$ cat src/rtl/seq_sub_if.sv
// Operand/result bundle for seq_sub: request side driven by the master, results by the slave.
interface seq_sub_if #(
    parameter int unsigned WIDTH = 16
);
    logic             start;
    logic             mode;
    logic [WIDTH-1:0] a;
    logic [WIDTH-1:0] b;
    logic             bi;
    logic             busy;
    logic             done;
    logic [WIDTH-1:0] d;
    logic             bo;
    logic             ovf;
    logic             zero;

    modport master (
        output start, mode, a, b, bi,
        input  busy, done, d, bo, ovf, zero
    );

    modport slave (
        input  start, mode, a, b, bi,
        output busy, done, d, bo, ovf, zero
    );
endinterface

$ cat src/rtl/seq_sub.sv
// Digit-serial add/subtract unit: processes DIGIT bits per clock, LSB digit first, and
// publishes d/bo/ovf/zero together when the last digit is done.
module seq_sub #(
    parameter int unsigned WIDTH = 16,
    parameter int unsigned DIGIT = 4
) (
    input logic      clk,
    input logic      rst_n,
    seq_sub_if.slave bus
);
    localparam int unsigned N    = WIDTH / DIGIT;
    localparam int unsigned CntW = (N > 1) ? $clog2(N) : 1;
    localparam int unsigned ShW  = $clog2(WIDTH) + 1;
    localparam logic [CntW-1:0] LastCnt = CntW'(N - 1);

    localparam logic [1:0] IDLE = 2'd0;
    localparam logic [1:0] RUN  = 2'd1;
    localparam logic [1:0] DONE = 2'd2;

    logic [1:0]       state_q, state_d;
    logic [CntW-1:0]  cnt_q;
    logic [WIDTH-1:0] a_q, b_q;
    logic             mode_q;
    logic             cy_q;
    logic [WIDTH-1:0] acc_q, acc_d;
    logic [WIDTH-1:0] d_q;
    logic             bo_q, ovf_q, zero_q;

    logic [ShW-1:0]   shamt;
    logic [DIGIT-1:0] a_dig, b_dig;
    logic [DIGIT:0]   dig_sum;
    logic             last;
    logic             ovf_calc;

    // Current digit slice, its sum/difference with running carry/borrow, merged partial result.
    always_comb begin
        shamt = ShW'(cnt_q) * ShW'(DIGIT);
        a_dig = DIGIT'(a_q >> shamt);
        b_dig = DIGIT'(b_q >> shamt);
        if (mode_q) begin
            dig_sum = {1'b0, a_dig} + {1'b0, b_dig} + {{DIGIT{1'b0}}, cy_q};
        end else begin
            // Bit DIGIT of the (DIGIT+1)-bit difference is set exactly when it went negative.
            dig_sum = {1'b0, a_dig} - {1'b0, b_dig} - {{DIGIT{1'b0}}, cy_q};
        end
        // acc_q is cleared on capture, so OR-ing the new slice in is sufficient.
        acc_d = acc_q | (WIDTH'(dig_sum[DIGIT-1:0]) << shamt);
        last  = (cnt_q == LastCnt);
        if (mode_q) begin
            ovf_calc = (a_q[WIDTH-1] == b_q[WIDTH-1]) && (acc_d[WIDTH-1] != a_q[WIDTH-1]);
        end else begin
            ovf_calc = (a_q[WIDTH-1] != b_q[WIDTH-1]) && (acc_d[WIDTH-1] != a_q[WIDTH-1]);
        end
    end

    // Next-state decode; start is only looked at in IDLE.
    always_comb begin
        state_d = state_q;
        case (state_q)
            IDLE:    if (bus.start) state_d = RUN;
            RUN:     if (last) state_d = DONE;
            DONE:    state_d = IDLE;
            default: state_d = IDLE;
        endcase
    end

    // State and digit counter.
    always_ff @(posedge clk or negedge rst_n) begin
        if (!rst_n) begin
            state_q <= IDLE;
            cnt_q   <= '0;
        end else begin
            state_q <= state_d;
            if (state_q == IDLE && bus.start) begin
                cnt_q <= '0;
            end else if (state_q == RUN) begin
                cnt_q <= last ? '0 : cnt_q + CntW'(1);
            end
        end
    end

    // Operand capture, digit accumulation and result publication on the final digit.
    always_ff @(posedge clk or negedge rst_n) begin
        if (!rst_n) begin
            a_q    <= '0;
            b_q    <= '0;
            mode_q <= 1'b0;
            cy_q   <= 1'b0;
            acc_q  <= '0;
            d_q    <= '0;
            bo_q   <= 1'b0;
            ovf_q  <= 1'b0;
            zero_q <= 1'b0;
        end else begin
            if (state_q == IDLE && bus.start) begin
                a_q    <= bus.a;
                b_q    <= bus.b;
                mode_q <= bus.mode;
                cy_q   <= bus.bi;
                acc_q  <= '0;
            end else if (state_q == RUN) begin
                acc_q <= acc_d;
                cy_q  <= dig_sum[DIGIT];
                if (last) begin
                    d_q    <= acc_d;
                    bo_q   <= dig_sum[DIGIT];
                    ovf_q  <= ovf_calc;
                    zero_q <= (acc_d == '0);
                end
            end
        end
    end

    assign bus.busy = (state_q == RUN);
    assign bus.done = (state_q == DONE);
    assign bus.d    = d_q;
    assign bus.bo   = bo_q;
    assign bus.ovf  = ovf_q;
    assign bus.zero = zero_q;
endmodule

$ cat src/flat_wrapper.sv
// flat-port wrapper written by rule: the top's interface ports become plain ports
module seq_sub_flat 
#(
    parameter int unsigned WIDTH = 16,
    parameter int unsigned DIGIT = 4
)
  (clk, rst_n, bus_start, bus_mode, bus_a, bus_b, bus_bi, bus_busy, bus_done, bus_d, bus_bo, bus_ovf, bus_zero);
  seq_sub_if #(.WIDTH(WIDTH)) bus_i ();
  input logic clk;
  input logic rst_n;
  input wire logic [$bits(bus_i.start)-1:0] bus_start;
  input wire logic [$bits(bus_i.mode)-1:0] bus_mode;
  input wire logic [$bits(bus_i.a)-1:0] bus_a;
  input wire logic [$bits(bus_i.b)-1:0] bus_b;
  input wire logic [$bits(bus_i.bi)-1:0] bus_bi;
  output wire logic [$bits(bus_i.busy)-1:0] bus_busy;
  output wire logic [$bits(bus_i.done)-1:0] bus_done;
  output wire logic [$bits(bus_i.d)-1:0] bus_d;
  output wire logic [$bits(bus_i.bo)-1:0] bus_bo;
  output wire logic [$bits(bus_i.ovf)-1:0] bus_ovf;
  output wire logic [$bits(bus_i.zero)-1:0] bus_zero;
  assign bus_i.start = bus_start;
  assign bus_i.mode = bus_mode;
  assign bus_i.a = bus_a;
  assign bus_i.b = bus_b;
  assign bus_i.bi = bus_bi;
  assign bus_busy = bus_i.busy;
  assign bus_done = bus_i.done;
  assign bus_d = bus_i.d;
  assign bus_bo = bus_i.bo;
  assign bus_ovf = bus_i.ovf;
  assign bus_zero = bus_i.zero;
  seq_sub #(.WIDTH(WIDTH), .DIGIT(DIGIT)) u_core (.clk(clk), .rst_n(rst_n), .bus(bus_i));
endmodule
$ cat config.mk
export PLATFORM = sky130hd
export DESIGN_NAME = seq_sub_flat
export DESIGN_NICKNAME = d
export VERILOG_FILES = /design/src/rtl/seq_sub_if.sv /design/src/rtl/seq_sub.sv /design/src/flat_wrapper.sv
export SDC_FILE = /design/constraint.sdc
export NUM_CORES = 1
export LEC_CHECK = 0
export ABC_AREA = 1
export BUFFER_PORTS_ARGS = -buffer_cell sky130_fd_sc_hd__buf_2
export CORE_ASPECT_RATIO = 1.2
export CORE_MARGIN = 2
export CORE_UTILIZATION = 60
export DETAILED_ROUTE_END_ITERATION = 10
export HOLD_SLACK_MARGIN = 0.05
export PLACE_DENSITY = 0.84
export SLEW_MARGIN = 20
export SYNTH_ARGS = -nofsm -noshare
export SYNTH_HDL_FRONTEND = slang
export SYNTH_SLANG_ARGS = --single-unit
$ cat constraint.sdc
create_clock -name clk -period 8.18 [get_ports clk]
set_clock_uncertainty 0.1 [all_clocks]
set_input_delay 2.045 -clock clk [delete_from_list [all_inputs] [get_ports clk]]
set_output_delay 2.045 -clock clk [all_outputs]
set_load 0.05 [all_outputs]
==> out/results.ini, run 1 <==
[status]
outcome = completed

[worst_setup_path]
cp_data_required_time_ps = 6040
worst-setup-path-type = reg -> out
path_cells = inv_1, nand2_2, clkinv_1, buf_2
worst_setup_path_end_kind = output port
worst_r2r_startpoint = u_core.cnt_q[0]
path_max_fanout = 13
worst_ep_arrival_ps = 1680
critPathLaunch = u_core.state_q[1]
worst_path_max_delay_cell = sky130_fd_sc_hd__dfrtp_1
cpPeakStageDelay_ps = 370
cp-start-kind = flip-flop

[sta]
setup-tns-final_ps = 0
timing.max_slew.rel_slack_pct = 41.2
min_period_ps = 3820
share_of_the_clock_period_used_by_the_worst_path_after_layout_pct = 46.7
hold_violations = 0
slew_at_the_pin_with_the_worst_max_slew_slack_ps = 882
unrepaired_setup_endpoints_after_global_routing = no
fmax_mhz = 262
timing.final.max_slew_violations = 0
report.final.setup_viol = 0

[layout]
antenna_cells_inserted = 0
multi_input_comb_area_um2 = 1550
finalInstanceArea_um2 = 4210
drive_gt1_share_pct = 20.6
final_nets = 550
final.fill_count = 540
register_area_um2 = 1830
areaGrowthSynthToFinish_pct = 14.4

[route]
remaining_drc_errors = 0
dr_total_vias = 3091
drt_first_iter_violations = 176
detailed_route_wire_length_per_cell_um = 13.2
drt_pass1_iterations = 6
detail_route.vias_per_cell = 5.26
routed_wl_mm = 7.77
ant_nets = 0

[global_route]
grt_use_total_pct = 25.8
grt.overflow.total = 0
number_of_antenna_violations_at_the_first_check_in_global_routing = 0
grt_pass1_vias = 3056
grt_start_max_net_pins = 74
grt_pass1_wl_mm = 13.4

[floorplan]
floorplan_die_area_um2 = 6780
die_x_um = 75.5
std_cell_rows = 31
boundaryPins = 58
coreArea_um2 = 5970
dieHeight_um = 89.8
initial_utilization_pct = 61.6

[clock_network]
cts_root_buffer = sky130_fd_sc_hd__clkbuf_8
cts_resized = 0
cts_inserted_buffers = 9
cts_sinks = 73
clockBufferDepth = 2
hold_buffers = 0
clock_transition_at_the_registers_of_the_reported_paths_ps = 80
post-cts-setup-buffer-count = 0
htree_levels = 3
insertion_delay_ps = 350
tritoncts = yes

[flow_run]
maxCapViolations = 0

[yosys]
synth.mux.area_fraction_pct = 0
synth_top_family_by_area = simple AND/OR/NAND/NOR gates
post_synth_inst_count = 451
synth_area_um2 = 3680
synth_cell_types = 36
synth_xor_xnor_area_share_pct = 0.238
syn-mean-instance-area_um2 = 8.16
synth_adder_area_share_pct = 4.89
synth_compound_area_share_pct = 10.2
synth.yosys.warnings = 0
postSynthNetCount = 500
yosys_register_bits = 73
yosysSeqAreaShare_pct = 49.6
simple_logic_cell_fraction_of_the_synthesized_area_pct = 26.7

[place]
routability_cong = 0.944
dp.final_hpwl_mm = 5.33
portBuffers = 57
place_area_um2 = 3980

[hold_path]
hp-start = u_core.bus.d[14]
worstHoldPathType = reg -> reg

## area by class of cell
type / instances / share of cell area [%]
inverter: 52 / 4.81
timing repair buffer: 59 / 7.13
clock buffer: 11 / 3.59
tap: 82 / 2.44
clock inverter: 5 / 1.84
multi-input combinational: 306 / 36.8
sequential: 73 / 43.4
## through the flow
stage	cells	setup slack (ps)	hold slack, ps	utilization (%)
floorplan	451	4990	344	-
global placement	572	3900	358	66.7
detailed placement	572	3810	361	66.7
CTS	588	4180	380	70.5
global route	588	4270	416	70.5
finish	588	4360	379	70.5
## layer usage
layer  vias to the layer above  share of wire, %  global-route usage, %
li1                       1526                 -                      -
met1                      1463                42                   31.9
met2                        88                51                   42.5
met3                        14               4.6                   5.61
met4                         0               2.2                   10.7
met5                         -                 0                      0
## cells in the mapped netlist, drive strengths merged
cell type,instances,area (um^2)
nand2,176,673
ha,8,100
a32oi,4,35.0
o22ai,3,18.8
nand3b,2,15.0
buf,13,76.3
inv,51,199
o221ai,1,8.76
o21ai,32,168
o21bai,1,11.3
nand4,6,50.0
o21a,1,7.51
or2,2,12.5
dfrtp,73,1830
a21oi,9,45.0
nand3,21,135
clkbuf,7,26.3
clkinv,1,3.75
xor2,1,8.76
nor2,24,97.6
fa,4,80.1
o31ai,1,7.51
a211oi,10,75.1
## worst max-delay path: cells and delay by family (launching register included)
| kind | cells | cell delay, ps |
|---|---|---|
| buffers and inverters | 3 | 700 |
| DFF | 1 | 370 |
| and+or+nand+nor | 1 | 250 |
## kinds of logic after synthesis
| logic type | count (synthesis) |
|---|---|
| compound gates | 62 |
| buf+inv | 72 |
| flops | 73 |
| fa+ha+maj | 12 |
| simple gates | 231 |
| xor+xnor | 1 |
## cells in the final DEF, fill, tap and decap left out, types with 3 or more instances in the layout
cell and n:
sky130_fd_sc_hd__inv_1 41, sky130_fd_sc_hd__a32oi_1 4, sky130_fd_sc_hd__a211oi_1 10, sky130_fd_sc_hd__nand4_1 4
sky130_fd_sc_hd__dfrtp_1 73, sky130_fd_sc_hd__buf_2 57, sky130_fd_sc_hd__nand2_2 6, sky130_fd_sc_hd__nand3_2 6
sky130_fd_sc_hd__nand2_1 170, sky130_fd_sc_hd__o22ai_1 3, sky130_fd_sc_hd__nor2_1 23, sky130_fd_sc_hd__nand3_1 15
sky130_fd_sc_hd__ha_1 8, sky130_fd_sc_hd__o21ai_1 4, sky130_fd_sc_hd__o21ai_0 26, sky130_fd_sc_hd__a21oi_1 9
sky130_fd_sc_hd__inv_2 8, sky130_fd_sc_hd__fa_1 4, sky130_fd_sc_hd__clkbuf_8 11
## path summary, 6_finish.rpt
check	to	slack, ps	cells past startpoint
max	bus_busy	4360	4
min	u_core.bus.d[14]	380	2
max reg2reg	u_core.bus.zero	4590	18
min reg2reg	u_core.bus.d[14]	380	2
max in group asynchronous	u_core.a_q[12]	5610	2
min in group asynchronous	u_core.bus.d[4]	1800	2
## state kept, by name, indices dropped and copies added (netlist names)
signal	cells
u_core.bus.ovf	1
u_core.bus.zero	1
u_core.bus.bo	1
u_core.cnt_q	2
u_core.state_q	2
u_core.bus.d	16
u_core.cy_q	1
u_core.a_q	16
u_core.mode_q	1
u_core.acc_q	16
u_core.b_q	16
Power of run 1 is left out: the tool's default activity adds up to more than one toggle a clock period on the data nets, which glitch-free logic cannot reach.
==> run 2: changes to the inputs <==
--- a/config.mk
+++ b/config.mk
@@ -9,10 +9,10 @@
 export BUFFER_PORTS_ARGS = -buffer_cell sky130_fd_sc_hd__buf_2
 export CORE_ASPECT_RATIO = 1.2
 export CORE_MARGIN = 2
-export CORE_UTILIZATION = 60
+export CORE_UTILIZATION = 57
 export DETAILED_ROUTE_END_ITERATION = 10
 export HOLD_SLACK_MARGIN = 0.05
-export PLACE_DENSITY = 0.84
+export PLACE_DENSITY = 0.8
 export SLEW_MARGIN = 20
 export SYNTH_ARGS = -nofsm -noshare
 export SYNTH_HDL_FRONTEND = slang
==> constraint.sdc (replaced) <==
create_clock -name clk -period 3.56 [get_ports clk]
set_clock_uncertainty 0.1 [all_clocks]
set_input_delay 0.89 -clock clk [delete_from_list [all_inputs] [get_ports clk]]
set_output_delay 0.89 -clock clk [all_outputs]
set_load 0.05 [all_outputs]
==> run 2 against run 1 <==
  * Global-route usage fell by 1.7 points
  * Die area rose by 5.0%
  * Sequential share of layout area fell by 0.65 points
  * Critical path type is now reg -> reg
==> out/results.ini, run 2 (same netlist as run 1, synthesis figures left out) <==
[status]
outcome = completed

[worst_setup_path]
cp-start-kind = flip-flop
worst_setup_path_end_kind = flip-flop
worst-r2r-setup-slack_ps = 360  ; -4230 ps
path_max_fanout = 24  ; +11
worst_r2r_startpoint = u_core.cnt_q[0]
cp_data_required_time_ps = 3700  ; -2340 ps
worst-setup-path-type = reg -> reg
critPathLaunch = u_core.cnt_q[0]
worst_ep_arrival_ps = 3340  ; +1660 ps

[sta]
slew_at_the_pin_with_the_worst_max_slew_slack_ps = 898  ; +15.9 ps
timing.final.max_slew_violations = 0  ; unchanged
unrepaired_setup_endpoints_after_global_routing = no
timing.max_slew.rel_slack_pct = 40.1  ; -1.1 points
report.final.setup_viol = 0  ; unchanged
share_of_the_clock_period_used_by_the_worst_path_after_layout_pct = 89.8
fmax_mhz = 313
min_period_ps = 3200
setup-tns-final_ps = 0  ; unchanged
hold_violations = 0  ; unchanged

[global_route]
grt.overflow.total = 0  ; unchanged
number_of_antenna_violations_at_the_first_check_in_global_routing = 0  ; unchanged
grt_pass1_wl_mm = 13.5  ; +1.1%
grt_start_max_net_pins = 74  ; unchanged
grt_pass1_vias = 2960  ; -3.1%
grt_use_total_pct = 24.1  ; -1.7 points

[route]
routed_wl_mm = 7.72  ; -0.63%
remaining_drc_errors = 0  ; unchanged
dr_total_vias = 3068  ; -0.74%
detailed_route_wire_length_per_cell_um = 13.0  ; -1.5%
ant_nets = 0  ; unchanged
drt_pass1_iterations = 4  ; -2
detail_route.vias_per_cell = 5.17  ; -1.6%
drt_first_iter_violations = 244  ; +39%

[clock_network]
cts_root_buffer = sky130_fd_sc_hd__clkbuf_8
htree_levels = 3  ; unchanged
cts_resized = 0  ; unchanged
cts_sinks = 73  ; unchanged
clockBufferDepth = 2  ; unchanged
hold_buffers = 0  ; unchanged
insertion_delay_ps = 360  ; about the same
cts_inserted_buffers = 9  ; unchanged
clock_transition_at_the_registers_of_the_reported_paths_ps = 70  ; about the same
tritoncts = yes
post-cts-setup-buffer-count = 0  ; unchanged

[hold_path]
hp-start = u_core.bus.d[13]
worstHoldPathType = reg -> reg

[layout]
antenna_cells_inserted = 0  ; unchanged
final_nets = 552  ; +0.36%
layout_commonest_cell = sky130_fd_sc_hd__nand2_1
areaGrowthSynthToFinish_pct = 16.2
drive_gt1_share_pct = 20.7  ; +0.12 points
most-common-layout-cells = 171 x sky130_fd_sc_hd__nand2_1, 73 x sky130_fd_sc_hd__dfrtp_1, 57 x sky130_fd_sc_hd__buf_2, 41 x sky130_fd_sc_hd__inv_1, 26 x sky130_fd_sc_hd__o21ai_0

[place]
routability_cong = 0.851  ; -9.8%
dp.final_hpwl_mm = 5.32  ; -0.28%
portBuffers = 57  ; unchanged

[floorplan]
boundaryPins = 58  ; unchanged
initial_utilization_pct = 58.2  ; -3.4 points
std_cell_rows = 32  ; +3.2%
coreArea_um2 = 6330  ; +5.9%
die_x_um = 77.4  ; +2.5%
floorplan_die_area_um2 = 7120  ; +5.0%
dieHeight_um = 92.0  ; +2.5%

[flow_run]
maxCapViolations = 0  ; unchanged

-- run 2: changes by cell type in the layout (fill, tap and decap cells not counted), sizes merged --
cell and change:
buf +2, bufinv +2, clkinv -1, clkinvlp -1
-- run 2: per-layer routing --
layer | vias up | wire (um) | global-route usage (%)
met4 | 0 | 164 | 9.82
met3 | 18 | 390 | 5.22
met1 | 1427 | 3360 | 31.2
met2 | 96 | 3810 | 39.5
li1 | 1527 | - | -
met5 | - | 0 | 0
-- run 2: area by class of cell --
| cell class | instances | area [um^2] |
|---|---|---|
| fillers | 562 | 2050 |
| flip-flops and latches | 73 | 1830 |
| multi-input cells | 306 | 1550 |
| repair buffers | 61 | 315 |
| inverters | 52 | 203 |
| clock buffers | 11 | 151 |
| clock inverters | 5 | 125 |
| well taps | 85 | 106 |
-- run 2: per-stage QoR --
step | hold slack [ps] | cells | utilization [%] | worst slack (ps) | cell area, um^2
4_1_cts | 380 | 593 | 67.6 | 343 | 4280
2_1_floorplan | 344 | 451 | - | 512 | 3680
3_5_place_dp | 360 | 577 | 63.2 | 358 | 4000
5_1_grt | 404 | 593 | 67.6 | 29.6 | 4280
6_report | 375 | 593 | 67.6 | 363 | 4280
3_3_place_gp | 357 | 577 | 63.2 | 489 | 4000
-- run 2: critical path: stages (launching register included) --
cell                      delay [ps]
sky130_fd_sc_hd__dfrtp_1         540
sky130_fd_sc_hd__inv_6           240
sky130_fd_sc_hd__nand2_1          70
sky130_fd_sc_hd__a32oi_1         290
sky130_fd_sc_hd__inv_1           110
sky130_fd_sc_hd__fa_1            430
sky130_fd_sc_hd__inv_1            90
sky130_fd_sc_hd__fa_1            410
sky130_fd_sc_hd__nand2_1         150
sky130_fd_sc_hd__nand3_1          90
sky130_fd_sc_hd__o21ai_0         140
sky130_fd_sc_hd__inv_1            90
sky130_fd_sc_hd__nand2_1          60
sky130_fd_sc_hd__nor2_1           50
sky130_fd_sc_hd__nand4_1          60
sky130_fd_sc_hd__nor2_1           50
sky130_fd_sc_hd__nand3_1          70
sky130_fd_sc_hd__nand2_1          50
-- run 2: path summary, 6_finish.rpt --
check / end / cells after the start
worst max-delay path: u_core.bus.zero / 17
worst min-delay path: u_core.bus.d[13] / 2
worst max register to register: u_core.bus.zero / 17
worst min register to register: u_core.bus.d[13] / 2
max in group asynchronous: u_core.b_q[15] / 2
min in group asynchronous: u_core.bus.d[4] / 2
Power of run 2 is left out for the same reason.
==> run 3: changes to the inputs <==
--- a/config.mk
+++ b/config.mk
@@ -10,8 +10,10 @@
 export CORE_ASPECT_RATIO = 1.2
 export CORE_MARGIN = 2
 export CORE_UTILIZATION = 57
+export CTS_CLUSTER_DIAMETER = 150
 export DETAILED_ROUTE_END_ITERATION = 10
 export HOLD_SLACK_MARGIN = 0.05
+export MAX_ROUTING_LAYER = met4
 export PLACE_DENSITY = 0.8
 export SLEW_MARGIN = 20
 export SYNTH_ARGS = -nofsm -noshare
==> constraint.sdc (replaced) <==
create_clock -name clk -period 3.3 [get_ports clk]
set_clock_uncertainty 0.1 [all_clocks]
set_input_delay 0.825 -clock clk [delete_from_list [all_inputs] [get_ports clk]]
set_output_delay 0.825 -clock clk [all_outputs]
set_load 0.05 [all_outputs]
==> run 3 against run 2 <==
  * Critical path depth is the same
  * Wire length grew 0.57%
  * Sequential share of layout area grew 0.84 points
  * Register-to-register slack lost 90 ps
  * First-iteration DRC count shrank 38%
  * Hold slack gained 2.5 ps
  * Die area is the same
  * Worst setup slack lost 88 ps
==> out/results.ini, run 3 (same netlist as run 1, synthesis figures left out) <==
[status]
outcome = completed

[worst_setup_path]
worst-setup-path-type = reg -> reg
worst_r2r_startpoint = u_core.cnt_q[1]
worst_setup_path_end_kind = flip-flop
cp-start-kind = flip-flop
cp_data_required_time_ps = 3450  ; -250 ps
worst_ep_arrival_ps = 3180  ; -160 ps
path_max_fanout = 18  ; -25%
critPathLaunch = u_core.cnt_q[1]

[clock_network]
cts_inserted_buffers = 9  ; unchanged
cts_sinks = 73  ; unchanged
tritoncts = yes
insertion_delay_ps = 350  ; about the same
hold_buffers = 0  ; unchanged
clockBufferDepth = 2  ; unchanged
cts_root_buffer = sky130_fd_sc_hd__clkbuf_8
htree_levels = 3  ; unchanged
clock_transition_at_the_registers_of_the_reported_paths_ps = 70  ; about the same

[global_route]
number_of_antenna_violations_at_the_first_check_in_global_routing = 0  ; unchanged
grt.met3_usage_pct = 4.04  ; -1.2 points
grt_pass1_vias = 2856  ; -3.5%
grt.overflow.total = 0  ; unchanged
grt_start_max_net_pins = 47  ; -36%
groute.layer.met2.usage_pct = 37.1  ; -2.4 points
grt_use_total_pct = 24.2  ; +0.093 points
grt_pass1_wl_mm = 13.0  ; -4.0%
busiest_layer = met2
global_route.usage.met1_pct = 30.2  ; -1.0 points

[sta]
min_period_ps = 3030  ; -172 ps
report.final.setup_viol = 0  ; unchanged
fmax_mhz = 330  ; +5.7%
unrepaired_setup_endpoints_after_global_routing = no
timing.max_slew.rel_slack_pct = 46.7  ; +6.6 points
setup-tns-final_ps = 0  ; unchanged
slew_at_the_pin_with_the_worst_max_slew_slack_ps = 798  ; -100 ps
hold_violations = 0  ; unchanged
share_of_the_clock_period_used_by_the_worst_path_after_layout_pct = 91.7  ; +1.9 points
timing.final.max_slew_violations = 0  ; unchanged

[route]
detail_route.vias_per_cell = 5.14  ; -0.69%
drt_first_iter_violations = 151  ; -38%
remaining_drc_errors = 0  ; unchanged
drt_pass1_iterations = 4  ; unchanged
ant_nets = 0  ; unchanged
routed_wl_mm = 7.76  ; +0.57%
dr_total_vias = 3052  ; -0.52%
detailed_route_wire_length_per_cell_um = 13.1  ; +0.40%

[floorplan]
floorplan_die_area_um2 = 7120  ; unchanged
std_cell_rows = 32  ; unchanged
boundaryPins = 58  ; unchanged
dieHeight_um = 92.0  ; unchanged
coreArea_um2 = 6330  ; unchanged
die_x_um = 77.4  ; unchanged
initial_utilization_pct = 58.2  ; unchanged

[layout]
final.fill_count = 583  ; +3.7%
drive_gt1_share_pct = 21.0  ; +0.35 points
final_nets = 554  ; +0.36%
antenna_cells_inserted = 0  ; unchanged
register_area_um2 = 1830  ; about the same
areaGrowthSynthToFinish_pct = 14.0
most-common-layout-cells = 171 x sky130_fd_sc_hd__nand2_1, 72 x sky130_fd_sc_hd__dfrtp_1, 57 x sky130_fd_sc_hd__buf_2, 41 x sky130_fd_sc_hd__inv_1, 26 x sky130_fd_sc_hd__o21ai_0
multi_input_comb_area_um2 = 1560  ; +0.40%
layout_commonest_cell = sky130_fd_sc_hd__nand2_1

[hold_path]
hp-start = u_core.bus.ovf
worstHoldPathType = reg -> reg

[place]
dp.final_hpwl_mm = 5.56  ; +4.6%
portBuffers = 57  ; unchanged
routability_cong = 0.851  ; about the same

[flow_run]
maxCapViolations = 0  ; unchanged

==> run 3: stage by stage <==
step	hold slack (ps)	cells	utilization (%)	setup slack, ps	area [um^2]
after global placement	357	579	63.7	361	4030
after global routing	406	594	66.3	11.5	4200
final	378	594	66.3	274	4200
after detailed placement	364	579	63.7	292	4030
after floorplan	344	451	-	252	3680
after CTS	381	594	66.2	277	4190
==> run 3: final cells by class <==
| type | instances | share of cell area (%) |
|---|---|---|
| tap | 85 | 2.53 |
| clock inverter | 4 | 0.477 |
| timing repair buffer | 63 | 8.17 |
| sequential | 73 | 43.6 |
| inverter | 52 | 4.83 |
| multi-input combinational | 306 | 37.1 |
| clock buffer | 11 | 3.37 |
==> run 3: path summary, 6_finish.rpt <==
path	endpoint	slack (ps)	cells past startpoint
min	u_core.bus.ovf	380	2
min in group asynchronous	u_core.acc_q[8]	450	1
max	u_core.bus.zero	270	17
min reg2reg	u_core.bus.ovf	380	2
max reg2reg	u_core.bus.zero	270	17
max in group asynchronous	u_core.b_q[10]	1990	2
==> run 3: critical path, stage by stage, from the launching register on <==
cell	delay, ps
sky130_fd_sc_hd__dfrtp_1	420
sky130_fd_sc_hd__inv_4	180
sky130_fd_sc_hd__a21oi_1	60
sky130_fd_sc_hd__a32oi_1	270
sky130_fd_sc_hd__inv_1	110
sky130_fd_sc_hd__fa_1	450
sky130_fd_sc_hd__inv_1	100
sky130_fd_sc_hd__fa_1	410
sky130_fd_sc_hd__nand2_1	150
sky130_fd_sc_hd__nand3_1	80
sky130_fd_sc_hd__o21ai_0	140
sky130_fd_sc_hd__inv_1	90
sky130_fd_sc_hd__nand2_1	70
sky130_fd_sc_hd__nor2_1	50
sky130_fd_sc_hd__nand4_1	70
sky130_fd_sc_hd__nor2_1	50
sky130_fd_sc_hd__nand3_1	70
sky130_fd_sc_hd__nand2_1	50
==> run 3: repair_timing <==
| item | CTS | global route |
|---|---|---|
| gates resized for setup | 0 | 2 |
| endpoints found under the setup margin | 0 | 1 |
| buffers inserted | 0 | 0 |
==> run 3: routing by layer <==
layer,vias to the layer above,part of all wire [%]
li1,1530,-
met1,1408,44
met2,90,48
met3,24,4.7
met4,0,3.5
met5,-,0
Power of run 3 is left out for the same reason.
